[src/rtl/uart_pkg.sv]
// Shared types and helpers for the UART link controller.
// The optional loopback compare in uart_link_ctrl is enabled with LOOPBACK_CHECK_EN.
package uart_pkg;

    typedef enum logic [2:0] {
        TX_IDLE    = 3'd0,
        TX_LOAD    = 3'd1,
        TX_SEND    = 3'd2,
        TX_WAIT_HI = 3'd3,
        TX_WAIT_LO = 3'd4,
        TX_GAP     = 3'd5
    } tx_state_t;

    localparam int IDX_W = 2;
    localparam int CNT_W = 4;
    localparam logic [CNT_W-1:0] CNT_SAT = 4'hF;

    // Byte 0 is the most significant byte of the message word.
    function automatic logic [7:0] msg_byte(input logic [31:0] msg, input logic [IDX_W-1:0] idx);
        logic [7:0] b;
        case (idx)
            2'd0:    b = msg[31:24];
            2'd1:    b = msg[23:16];
            2'd2:    b = msg[15:8];
            default: b = msg[7:0];
        endcase
        return b;
    endfunction

    function automatic logic [CNT_W-1:0] sat_inc(input logic [CNT_W-1:0] c);
        return (c == CNT_SAT) ? c : c + 1'b1;
    endfunction

endpackage

[src/rtl/uart_rx_assembler.sv]
// Assembles received bytes into a 32-bit display word, updated atomically
// once all four bytes of a frame arrive; line errors restart the frame.
module uart_rx_assembler
    import uart_pkg::*;
(
    input  logic             clk,
    input  logic             rst_n,
    input  logic             rx_valid_i,
    input  logic [7:0]       rx_data_i,
    input  logic             rx_perror_i,
    input  logic             rx_ferror_i,
    output logic [31:0]      disp_word_o,
    output logic             frame_done_o,
    output logic [CNT_W-1:0] err_cnt_o
);

    logic [3:0][7:0]   shadow_q, shadow_d;
    logic [IDX_W-1:0]  rx_idx_q, rx_idx_d;
    logic [31:0]       disp_q, disp_d;
    logic              frame_q, frame_d;
    logic [CNT_W-1:0]  err_q, err_d;

    always_comb begin
        shadow_d = shadow_q;
        rx_idx_d = rx_idx_q;
        disp_d   = disp_q;
        frame_d  = 1'b0;
        err_d    = err_q;
        if (rx_valid_i) begin
            if (rx_perror_i || rx_ferror_i) begin
                rx_idx_d = '0;
                err_d    = sat_inc(err_q);
            end else begin
                shadow_d[rx_idx_q] = rx_data_i;
                if (rx_idx_q == 2'd3) begin
                    rx_idx_d = '0;
                    disp_d   = {shadow_q[0], shadow_q[1], shadow_q[2], rx_data_i};
                    frame_d  = 1'b1;
                end else begin
                    rx_idx_d = rx_idx_q + 1'b1;
                end
            end
        end
    end

    always_ff @(posedge clk or negedge rst_n) begin
        if (!rst_n) begin
            shadow_q <= '0;
            rx_idx_q <= '0;
            disp_q   <= '0;
            frame_q  <= 1'b0;
            err_q    <= '0;
        end else begin
            shadow_q <= shadow_d;
            rx_idx_q <= rx_idx_d;
            disp_q   <= disp_d;
            frame_q  <= frame_d;
            err_q    <= err_d;
        end
    end

    assign disp_word_o  = disp_q;
    assign frame_done_o = frame_q;
    assign err_cnt_o    = err_q;

endmodule

[src/rtl/uart_link_ctrl.sv]
// UART link controller: 4-byte message transmit sequencer plus receive assembler.
// Define LOOPBACK_CHECK_EN to compare received frames against the last sent message.
module uart_link_ctrl
    import uart_pkg::*;
#(
    parameter int GAP_CYCLES = 1000,
    parameter int GAP_W      = 16
) (
    input  logic        clk,
    input  logic        reset,
    input  logic        enable,
    input  logic [31:0] tx_msg,
    input  logic        tx_busy,
    output logic [7:0]  tx_data,
    output logic        tx_wr,
    input  logic        rx_valid,
    input  logic [7:0]  rx_data,
    input  logic        rx_perror,
    input  logic        rx_ferror,
    output logic [31:0] disp_word,
    output logic        frame_done,
    output logic [3:0]  err_cnt,
    output logic [3:0]  mismatch_cnt,
    output logic [2:0]  tx_state_dbg
);

    localparam logic [GAP_W-1:0] GAP_LAST = GAP_W'(GAP_CYCLES - 1);

    // Transmitter handshake: one tx_wr pulse per byte, issued only while
    // tx_busy is low; the byte is accepted once tx_busy rises, and the
    // transmitter is free again when tx_busy falls.
    tx_state_t         state_q, state_d;
    logic [31:0]       msg_q, msg_d;
    logic [IDX_W-1:0]  idx_q, idx_d;
    logic [GAP_W-1:0]  gap_q, gap_d;
    logic              wr_q, wr_d;
    logic [7:0]        data_q, data_d;

    always_comb begin
        state_d = state_q;
        msg_d   = msg_q;
        idx_d   = idx_q;
        gap_d   = gap_q;
        wr_d    = 1'b0;
        data_d  = data_q;
        case (state_q)
            TX_IDLE: begin
                if (enable) state_d = TX_LOAD;
            end
            TX_LOAD: begin
                msg_d   = tx_msg;
                idx_d   = '0;
                state_d = TX_SEND;
                if (!tx_busy) begin
                    wr_d   = 1'b1;
                    data_d = tx_msg[31:24];
                end
            end
            TX_SEND: begin
                if (wr_q) begin
                    state_d = TX_WAIT_HI;
                end else if (!tx_busy) begin
                    wr_d   = 1'b1;
                    data_d = msg_byte(msg_q, idx_q);
                end
            end
            TX_WAIT_HI: begin
                if (tx_busy) state_d = TX_WAIT_LO;
            end
            TX_WAIT_LO: begin
                if (!tx_busy) begin
                    if (idx_q == 2'd3) begin
                        state_d = TX_GAP;
                        gap_d   = '0;
                    end else begin
                        idx_d   = idx_q + 1'b1;
                        state_d = TX_SEND;
                        wr_d    = 1'b1;
                        data_d  = msg_byte(msg_q, idx_q + 1'b1);
                    end
                end
            end
            TX_GAP: begin
                if (gap_q == GAP_LAST) begin
                    state_d = enable ? TX_LOAD : TX_IDLE;
                end else begin
                    gap_d = gap_q + 1'b1;
                end
            end
            default: state_d = TX_IDLE;
        endcase
    end

    always_ff @(posedge clk or negedge reset) begin
        if (!reset) begin
            state_q <= TX_IDLE;
            msg_q   <= '0;
            idx_q   <= '0;
            gap_q   <= '0;
            wr_q    <= 1'b0;
            data_q  <= 8'h00;
        end else begin
            state_q <= state_d;
            msg_q   <= msg_d;
            idx_q   <= idx_d;
            gap_q   <= gap_d;
            wr_q    <= wr_d;
            data_q  <= data_d;
        end
    end

    assign tx_wr        = wr_q;
    assign tx_data      = data_q;
    assign tx_state_dbg = state_q;

    uart_rx_assembler u_rx (
        .clk          (clk),
        .rst_n        (reset),
        .rx_valid_i   (rx_valid),
        .rx_data_i    (rx_data),
        .rx_perror_i  (rx_perror),
        .rx_ferror_i  (rx_ferror),
        .disp_word_o  (disp_word),
        .frame_done_o (frame_done),
        .err_cnt_o    (err_cnt)
    );

`ifdef LOOPBACK_CHECK_EN
    logic [31:0]      sent_q;
    logic             sent_vld_q;
    logic [CNT_W-1:0] mis_q;
    logic             msg_done;

    // A message counts as sent once the last byte's busy phase has ended.
    assign msg_done = (state_q == TX_WAIT_LO) && !tx_busy && (idx_q == 2'd3);

    always_ff @(posedge clk or negedge reset) begin
        if (!reset) begin
            sent_q     <= '0;
            sent_vld_q <= 1'b0;
            mis_q      <= '0;
        end else begin
            if (msg_done) begin
                sent_q     <= msg_q;
                sent_vld_q <= 1'b1;
            end
            if (frame_done && sent_vld_q && (disp_word != sent_q)) begin
                mis_q <= sat_inc(mis_q);
            end
        end
    end

    assign mismatch_cnt = mis_q;
`else
    assign mismatch_cnt = 4'h0;
`endif

endmodule

[config.mk]
export PLATFORM = sky130hd
export DESIGN_NAME = uart_link_ctrl
export DESIGN_NICKNAME = d
export VERILOG_FILES = /design/src/rtl/uart_pkg.sv /design/src/rtl/uart_rx_assembler.sv /design/src/rtl/uart_link_ctrl.sv
export SDC_FILE = /design/constraint.sdc
export NUM_CORES = 1
export LEC_CHECK = 0
export CELL_PAD_IN_SITES_DETAIL_PLACEMENT = 2
export CELL_PAD_IN_SITES_GLOBAL_PLACEMENT = 2
export CORE_ASPECT_RATIO = 1.1
export CORE_MARGIN = 2
export CORE_UTILIZATION = 30
export DETAILED_ROUTE_END_ITERATION = 12
export GPL_TIMING_DRIVEN = 1
export PLACE_DENSITY = 0.69
export RECOVER_POWER = 100
export SKIP_CTS_REPAIR_TIMING = 1
export SLEW_MARGIN = 20
export SYNTH_ARGS = -nofsm -noshare
export SYNTH_HDL_FRONTEND = slang
export SYNTH_SLANG_ARGS = --single-unit
[constraint.sdc]
create_clock -name clk -period 2.1 [get_ports clk]
set_input_delay 0.42 -clock clk [delete_from_list [all_inputs] [get_ports clk]]
set_output_delay 0.42 -clock clk [all_outputs]
set_load 0.05 [all_outputs]
==> results of run 1 <==
-- cell families after synthesis --
| group | Yosys count |
|---|---|
| fa+ha+maj | 12 |
| flops | 125 |
| compound gates | 85 |
| xor+xnor | 14 |
| mux | 94 |
| simple gates | 94 |
| buf+inv | 39 |
| other cells | 1 |
-- registers in the layout (all words and copies together), names as in the netlist, 3 cells and up --
| register | cells |
|---|---|
| gap_q | 16 |
| msg_q | 32 |
| u_rx.shadow_q | 24 |
| u_rx.disp_word_o | 32 |
| tx_data | 8 |
| u_rx.err_cnt_o | 4 |
| tx_state_dbg | 3 |
-- path summary, 6_finish.rpt --
kind,to,cells past startpoint,start
max,disp_word[11],1,u_rx.disp_word_o[11]$_DFFE_PN0P_
min,u_rx.err_cnt_o[0]$_DFFE_PN0P_,2,reset
max reg2reg,gap_q[4]$_DFFE_PN0P_,6,gap_q[13]$_DFFE_PN0P_
min reg2reg,u_rx.disp_word_o[13]$_DFFE_PN0P_,1,u_rx.shadow_q[21]$_DFFE_PN0P_
max in group asynchronous,msg_q[3]$_DFFE_PN0N_,3,reset
min in group clk,u_rx.disp_word_o[13]$_DFFE_PN0P_,1,u_rx.shadow_q[21]$_DFFE_PN0P_
-- layer usage --
| layer | share of wire (%) | vias to the layer above | routed length [µm] |
|---|---|---|---|
| li1 | - | 1902 | - |
| met1 | 41 | 2136 | 6510 |
| met4 | 1.9 | 2 | 302 |
| met3 | 5.2 | 22 | 832 |
| met2 | 52 | 110 | 8280 |
| met5 | 0.10 | - | 16 |
-- stage by stage --
stage	cell area (µm²)	utilization [%]	total power [W]	TNS, ns	worst slack (ns)
after global routing	7590	41.1	0.0107	-0.0561	-0.0403
final	7590	41.1	0.0100	0	0.0505
after detailed placement	7060	38.2	0.00726	-0.244	-0.0724
after CTS	7650	41.4	0.0103	-0.270	-0.0699
after global placement	7060	38.2	0.00703	0	0.0440
after floorplan	5680	-	0.00597	-0.245	-0.0123
-- worst reg2reg max path, cell delays in order, from the launching register on --
cell and delay [ns]:
dfrtp_1 0.40, or4_4 0.54, or4_4 0.57, nand2b_4 0.11
buf_4 0.14, o211ai_1 0.09, o31ai_1 0.09
-- layout make-up --
class	instances	area (µm²)	share of cell area, %
clock buffer	17	425	5.61
timing repair buffer	122	1100	14.5
sequential	125	3130	41.3
antenna	1	2.50	0.0330
clock inverter	15	164	2.16
inverter	7	26.3	0.346
multi-input combinational	303	2430	32.1
tap	243	304	4.01
-- cells in the final DEF, fill, tap and decap left out, drive strengths merged, types with 8 or more instances in the layout --
| master | synthesis | layout |
|---|---|---|
| ha | 12 | 12 |
| dfrtp | 125 | 125 |
| mux2 | 89 | 89 |
| a22oi | 8 | 8 |
| a21oi | 26 | 26 |
| nand3 | 9 | 9 |
| inv | 6 | 19 |
| o21ai | 15 | 15 |
| a222oi | 8 | 8 |
| nor2b | 9 | 9 |
| nand2 | 18 | 18 |
| buf | 8 | 17 |
| xor2 | 8 | 8 |
| clkdlybuf4s50 | 0 | 84 |
| nor2 | 24 | 24 |
| clkbuf | 24 | 36 |
| a211oi | 15 | 15 |
-- power by group through the flow --
| stage | Sequential, W | Clock, W | Combinational, W |
|---|---|---|---|
| after global placement | 0.00376 | 0 | 0.00327 |
| after floorplan | 0.00421 | 0 | 0.00177 |
| after CTS | 0.00379 | 0.00300 | 0.00346 |
| final | 0.00379 | 0.00290 | 0.00335 |
| after global routing | 0.00391 | 0.00312 | 0.00366 |
| after detailed placement | 0.00382 | 0 | 0.00343 |
==> impl_metrics.tcl, run 1 <==
set metrics [dict create \
    outcome "finished clean" \
    fill_cells 1890 \
    swShare_pct 38.3 \
    dr.pass1.iters 5 \
    instances_no_fill 833 \
    powerDensity_nw_per_um2 1320 \
    num_rows 52 \
    min_period_over_period_pct 97.6 \
    yosys.area_share.simple_pct 8.50 \
    tightest_slew_ns 0.852 \
    cts_buffer_depth 2 \
    die_h_um 148 \
    start_kind "register" \
    wl_mm 15.9 \
    crit_path_max_incr_delay_ns 0.82 \
    crit_family "buffers and inverters" \
    root_buffer "clkbuf_16" \
    io_buffers 95 \
    synth_top_flop_cell "dfrtp_1" \
    p_switching_w 0.00384 \
    final_antenna_net_count 0 \
    end_kind "output port" \
    slew_headroom_pct 43.2 \
    dr_total_vias 4172 \
    synth_common_cells "125 x dfrtp_1, 89 x mux2_2, 26 x a21oi_1" \
    cp.required_ns 1.68 \
    syn_area_per_cell_um2 12.2 \
    gr-total-overflow 0 \
    final_layout_size_suffix_gt1_share_pct 26.3 \
    nNetsFinal 635 \
    synthXorXnorAreaFrac_pct 2.16 \
    clk_latency_ns 0.42 \
    cts_tree "done" \
    synthTopCellsByArea "dfrtp_1 55%, mux2_2 18%, ha_1 2.6%" \
    cp_cell_sequence "clkdlybuf4s50_1" \
    use_met1_pct 20.0 \
    track_usage_pct 16.8 \
    start_util_pct 30.7 \
    ys_ff_latch 125 \
    synthMuxAreaShare_pct 18.6 \
    gp_congestion 0.777 \
    met3_usage_pct 4.84 \
    fin_worst_skew_ns 0.00866 \
    grt-busiest-layer "met2" \
    synthAdderAreaFrac_pct 2.65 \
    syn_to_final_growth_pct 33.8 \
    detail_route.iter0.violations 179 \
    grt_max_degree 58 \
    syn-instance-count 464 \
    path_clk_slew_ns 0.07 \
    synth_enable_flop_cells 0 \
    critical_path_class "register to output port" \
    die_area_um2 20000 \
    critical_path_buf_inv_count 1 \
    antenna_found_initial 3 \
    setup_violations 0 \
    r2r_slack_ns 0.07 \
    cts.sinks 125 \
    drc 0 \
    ys_async_sr_fraction_pct 100 \
    vias_per_cell 5.01 \
    netlist.area_leader.share_pct 55.2 \
    synth_top_family_by_area "multiplexers" \
    final-max-slew-violation-count 0 \
    critPathSlowestCell "clkdlybuf4s50_1" \
    yosysMostFrequentCell "dfrtp_1" \
    core_area_um2 18500 \
    dieWidth_um 135 \
    timing.final.hold_violations 0 \
    worstPathArrival_ns 1.63 \
    grt_util_met2_pct 29.1 \
    min_path_type "input port to asynchronous set/reset pin" \
    synth_largest_area_cell "dfrtp_1" \
    ys_types 43 \
    p_int_w 0.00620 \
    timing.fmax_mhz 488 \
    fin_worst_hold_slack_ns 0.460 \
    cts_made_buffers 17 \
    clkPwrFrac_pct 28.9 \
    fin_crit_ns 2.05 \
    cap_viol_max_count 0 \
    grt_pass1_wl_mm 26.0 \
    synth_compound_area_share_pct 9.82 \
    drt-wirelength-per-cell_um 19.1 \
    place_inst 798 \
    peakVddDrop_mv 0.782 \
    critical_path.max_fanout 2 \
    leakage_nw 3.25 \
    grt_pass1_vias 4743 \
    p_seq_share_pct 37.7 \
    ys_seq_area_share_pct 55.2 \
    h-tree-depth 4 \
    ys_warn_count 0 \
    hpwl_mm 11.1 \
    io_pins 100 \
    syn_area_um2 5670 \
    combPwrFrac_pct 33.4 \
]
Note: power is estimated with default switching activity, not from simulation.
==> run 2, diff against run 1 <==
--- a/config.mk
+++ b/config.mk
@@ -5,17 +5,19 @@
 export SDC_FILE = /design/constraint.sdc
 export NUM_CORES = 1
 export LEC_CHECK = 0
+export ABC_AREA = 1
 export CELL_PAD_IN_SITES_DETAIL_PLACEMENT = 2
 export CELL_PAD_IN_SITES_GLOBAL_PLACEMENT = 2
 export CORE_ASPECT_RATIO = 1.1
 export CORE_MARGIN = 2
-export CORE_UTILIZATION = 30
+export CORE_UTILIZATION = 29
 export DETAILED_ROUTE_END_ITERATION = 12
 export GPL_TIMING_DRIVEN = 1
-export PLACE_DENSITY = 0.69
+export PLACE_DENSITY = 0.74
 export RECOVER_POWER = 100
 export SKIP_CTS_REPAIR_TIMING = 1
 export SLEW_MARGIN = 20
 export SYNTH_ARGS = -nofsm -noshare
 export SYNTH_HDL_FRONTEND = slang
+export SYNTH_HIERARCHICAL = 1
 export SYNTH_SLANG_ARGS = --single-unit
==> constraint.sdc (replaced) <==
create_clock -name clk -period 2.1 [get_ports clk]
set_input_delay 0.315 -clock clk [delete_from_list [all_inputs] [get_ports clk]]
set_output_delay 0.315 -clock clk [all_outputs]
set_load 0.05 [all_outputs]
==> impl_metrics.tcl, run 2 <==
set metrics [dict create \
    outcome "finished clean" \
    h-tree-depth 4 \
    critPathSlowestCell "dlygate4sd3_1" \
    ys_types 36 \
    start_util_pct 29.6 \
    rsz0062_at_grt "no" \
    powerDensity_nw_per_um2 1290 \
    fin_worst_skew_ns 0.0120 \
    final_antenna_net_count 0 \
    syn_to_final_growth_pct 28.7 \
    synth_largest_area_cell "dfrtp_1" \
    ys_ff_latch 125 \
    register_area_um2 3130 \
    finish.utilization_pct 38.1 \
    grt_pass1_vias 6089 \
    wl_mm 19.4 \
    min_period_over_period_pct 96.7 \
    finish.instance_area_um2 8140 \
    gr-total-overflow 0 \
    ys_seq_area_share_pct 49.5 \
    cts.sinks 125 \
    leakage_nw 4.07 \
    fill_cells 2440 \
    die_area_um2 23000 \
    cp.required_ns 1.78 \
    fin_crit_ns 2.03 \
    tightest_slew_ns 1.00 \
    p_seq_share_pct 36.3 \
    timing.final.hold_violations 0 \
    clkPwrFrac_pct 27.0 \
    syn_area_um2 6320 \
    vias_per_cell 4.70 \
    yosysMostFrequentCell "nand2_1" \
    cts_buffer_depth 2 \
    slew_headroom_pct 33.0 \
    synth_common_cells "330 x nand2_1, 125 x dfrtp_1, 65 x nand3_1" \
    dieWidth_um 145 \
    most-common-layout-cells "333 x nand2_1, 125 x dfrtp_1, 66 x nand3_1" \
    final_common_cell "nand2_1" \
    place_area_um2 7640 \
    synth_enable_flop_cells 0 \
    drc 0 \
    drt-wirelength-per-cell_um 16.3 \
    min_path_type "register to register" \
    cts_tree "done" \
    final_layout_size_suffix_gt1_share_pct 10.4 \
    peakVddDrop_mv 0.536 \
    hpwl_mm 13.8 \
    cp_cell_sequence "dlygate4sd3_1" \
    critical_path.max_fanout 2 \
    detail_route.iter0.violations 271 \
    multiInputGateArea_um2 2820 \
    diodes 0 \
    start_kind "register" \
    track_usage_pct 18.0 \
    setup_violations 0 \
    dr.pass1.iters 4 \
    crit_family "buffers and inverters" \
    num_rows 56 \
    gp_congestion 0.744 \
    worstPathArrival_ns 1.72 \
    ys_warn_count 6 \
    grt_pass1_wl_mm 32.6 \
    clk_latency_ns 0.43 \
    instances_no_fill 1186 \
    end_kind "output port" \
    place_inst 1153 \
    grt_max_degree 62 \
    combPwrFrac_pct 36.8 \
    critical_path_class "register to output port" \
    cts_made_buffers 17 \
    io_pins 100 \
    dr_total_vias 5569 \
    p_total_w 0.0105 \
    p_int_w 0.00625 \
    antenna_found_initial 0 \
    nNetsFinal 942 \
    swShare_pct 40.6 \
    cap_viol_max_count 0 \
    syn_area_per_cell_um2 8.15 \
    p_switching_w 0.00427 \
    crit_path_max_incr_delay_ns 0.89 \
    final-max-slew-violation-count 0 \
    timing.fmax_mhz 492 \
    path_clk_slew_ns 0.06 \
    core_area_um2 21400 \
    netlist.area_leader.share_pct 49.5 \
    io_buffers 95 \
    synthTopCellsByArea "dfrtp_1 49%, nand2_1 20%, nand3_1 5.1%" \
    critical_path_buf_inv_count 1 \
    syn-instance-count 776 \
    synth_top_flop_cell "dfrtp_1" \
    die_h_um 159 \
    ys_async_sr_fraction_pct 100 \
    root_buffer "clkbuf_16" \
]
==> run 2: cell count changes after synthesis, moves of 10 or more <==
cell      before  now
clkbuf_1      23    5
nand3_1        9   65
inv_1          6   36
nand4_1        5   16
a211oi_1      15    0
nand2_1       18  330
nor2_1        24   58
o21ai_0       15    5
mux2_2        89   24
==> run 2: final timing paths <==
| path | cells past startpoint | from | slack [ns] | endpoint |
|---|---|---|---|---|
| hold / removal | 2 | u_rx/disp_word_o[22]$_DFFE_PN0P_ | 0.47 | u_rx/disp_word_o[22]$_DFFE_PN0P_ |
| hold reg to reg | 2 | u_rx/disp_word_o[22]$_DFFE_PN0P_ | 0.47 | u_rx/disp_word_o[22]$_DFFE_PN0P_ |
| setup / recovery | 1 | u_rx/disp_word_o[23]$_DFFE_PN0P_ | 0.07 | disp_word[23] |
| max in group asynchronous | 3 | reset | 0.39 | msg_q[29]$_DFFE_PN0N_ |
| min in group asynchronous | 2 | reset | 0.58 | u_rx/err_cnt_o[3]$_DFFE_PN0P_ |
| setup reg to reg | 6 | idx_q[0]$_DFFE_PN0P_ | 0.27 | tx_data[0]$_DFFE_PN0P_ |
==> run 2: stage by stage <==
step,hold WS (ns),setup slack [ns],TNS [ns]
detailed placement,0.210,0.240,0
finish,0.467,0.0685,0
floorplan,0.0194,0.436,0
CTS,-0.240,-0.0778,-0.135
global route,0.492,0.00681,0
global placement,0.209,0.274,0
==> run 2: kinds of logic (layout without fill, tap and decap cells) <==
family	Yosys count	after routing	synth area share (%)
and+or+nand+nor	493	493	33.6
muxes	24	24	4.27
adders and majority gates	12	12	2.37
DFF	125	125	49.5
AOI/OAI and AO/OA	46	46	4.21
other	1	4	0.0593
xor gates and xnor gates	2	2	0.277
buffers and inverters	73	190	5.78
==> run 2: area by class of cell <==
type	instances	share of cell area, %
sequential	125	38.4
tap	290	4.46
inverter	43	2.01
timing repair buffer	115	13.6
multi-input combinational	581	34.6
clock inverter	13	1.61
clock buffer	19	5.32
==> run 2: power groups by stage <==
| stage | Combinational [W] | Sequential (W) | Clock [W] |
|---|---|---|---|
| floorplan | 0.00232 | 0.00425 | 0 |
| CTS | 0.00406 | 0.00383 | 0.00292 |
| finish | 0.00387 | 0.00382 | 0.00284 |
| global placement | 0.00392 | 0.00384 | 0 |
| detailed placement | 0.00403 | 0.00385 | 0 |
| global route | 0.00434 | 0.00394 | 0.00303 |
==> run 2: metal layers <==
metal	part of all wire (%)	global-route usage [%]	up-vias
li1	-	-	2681
met1	46	23.2	2795
met2	50	30.7	83
met3	3.1	4.13	10
met4	0.82	3.84	0
met5	0	0	-
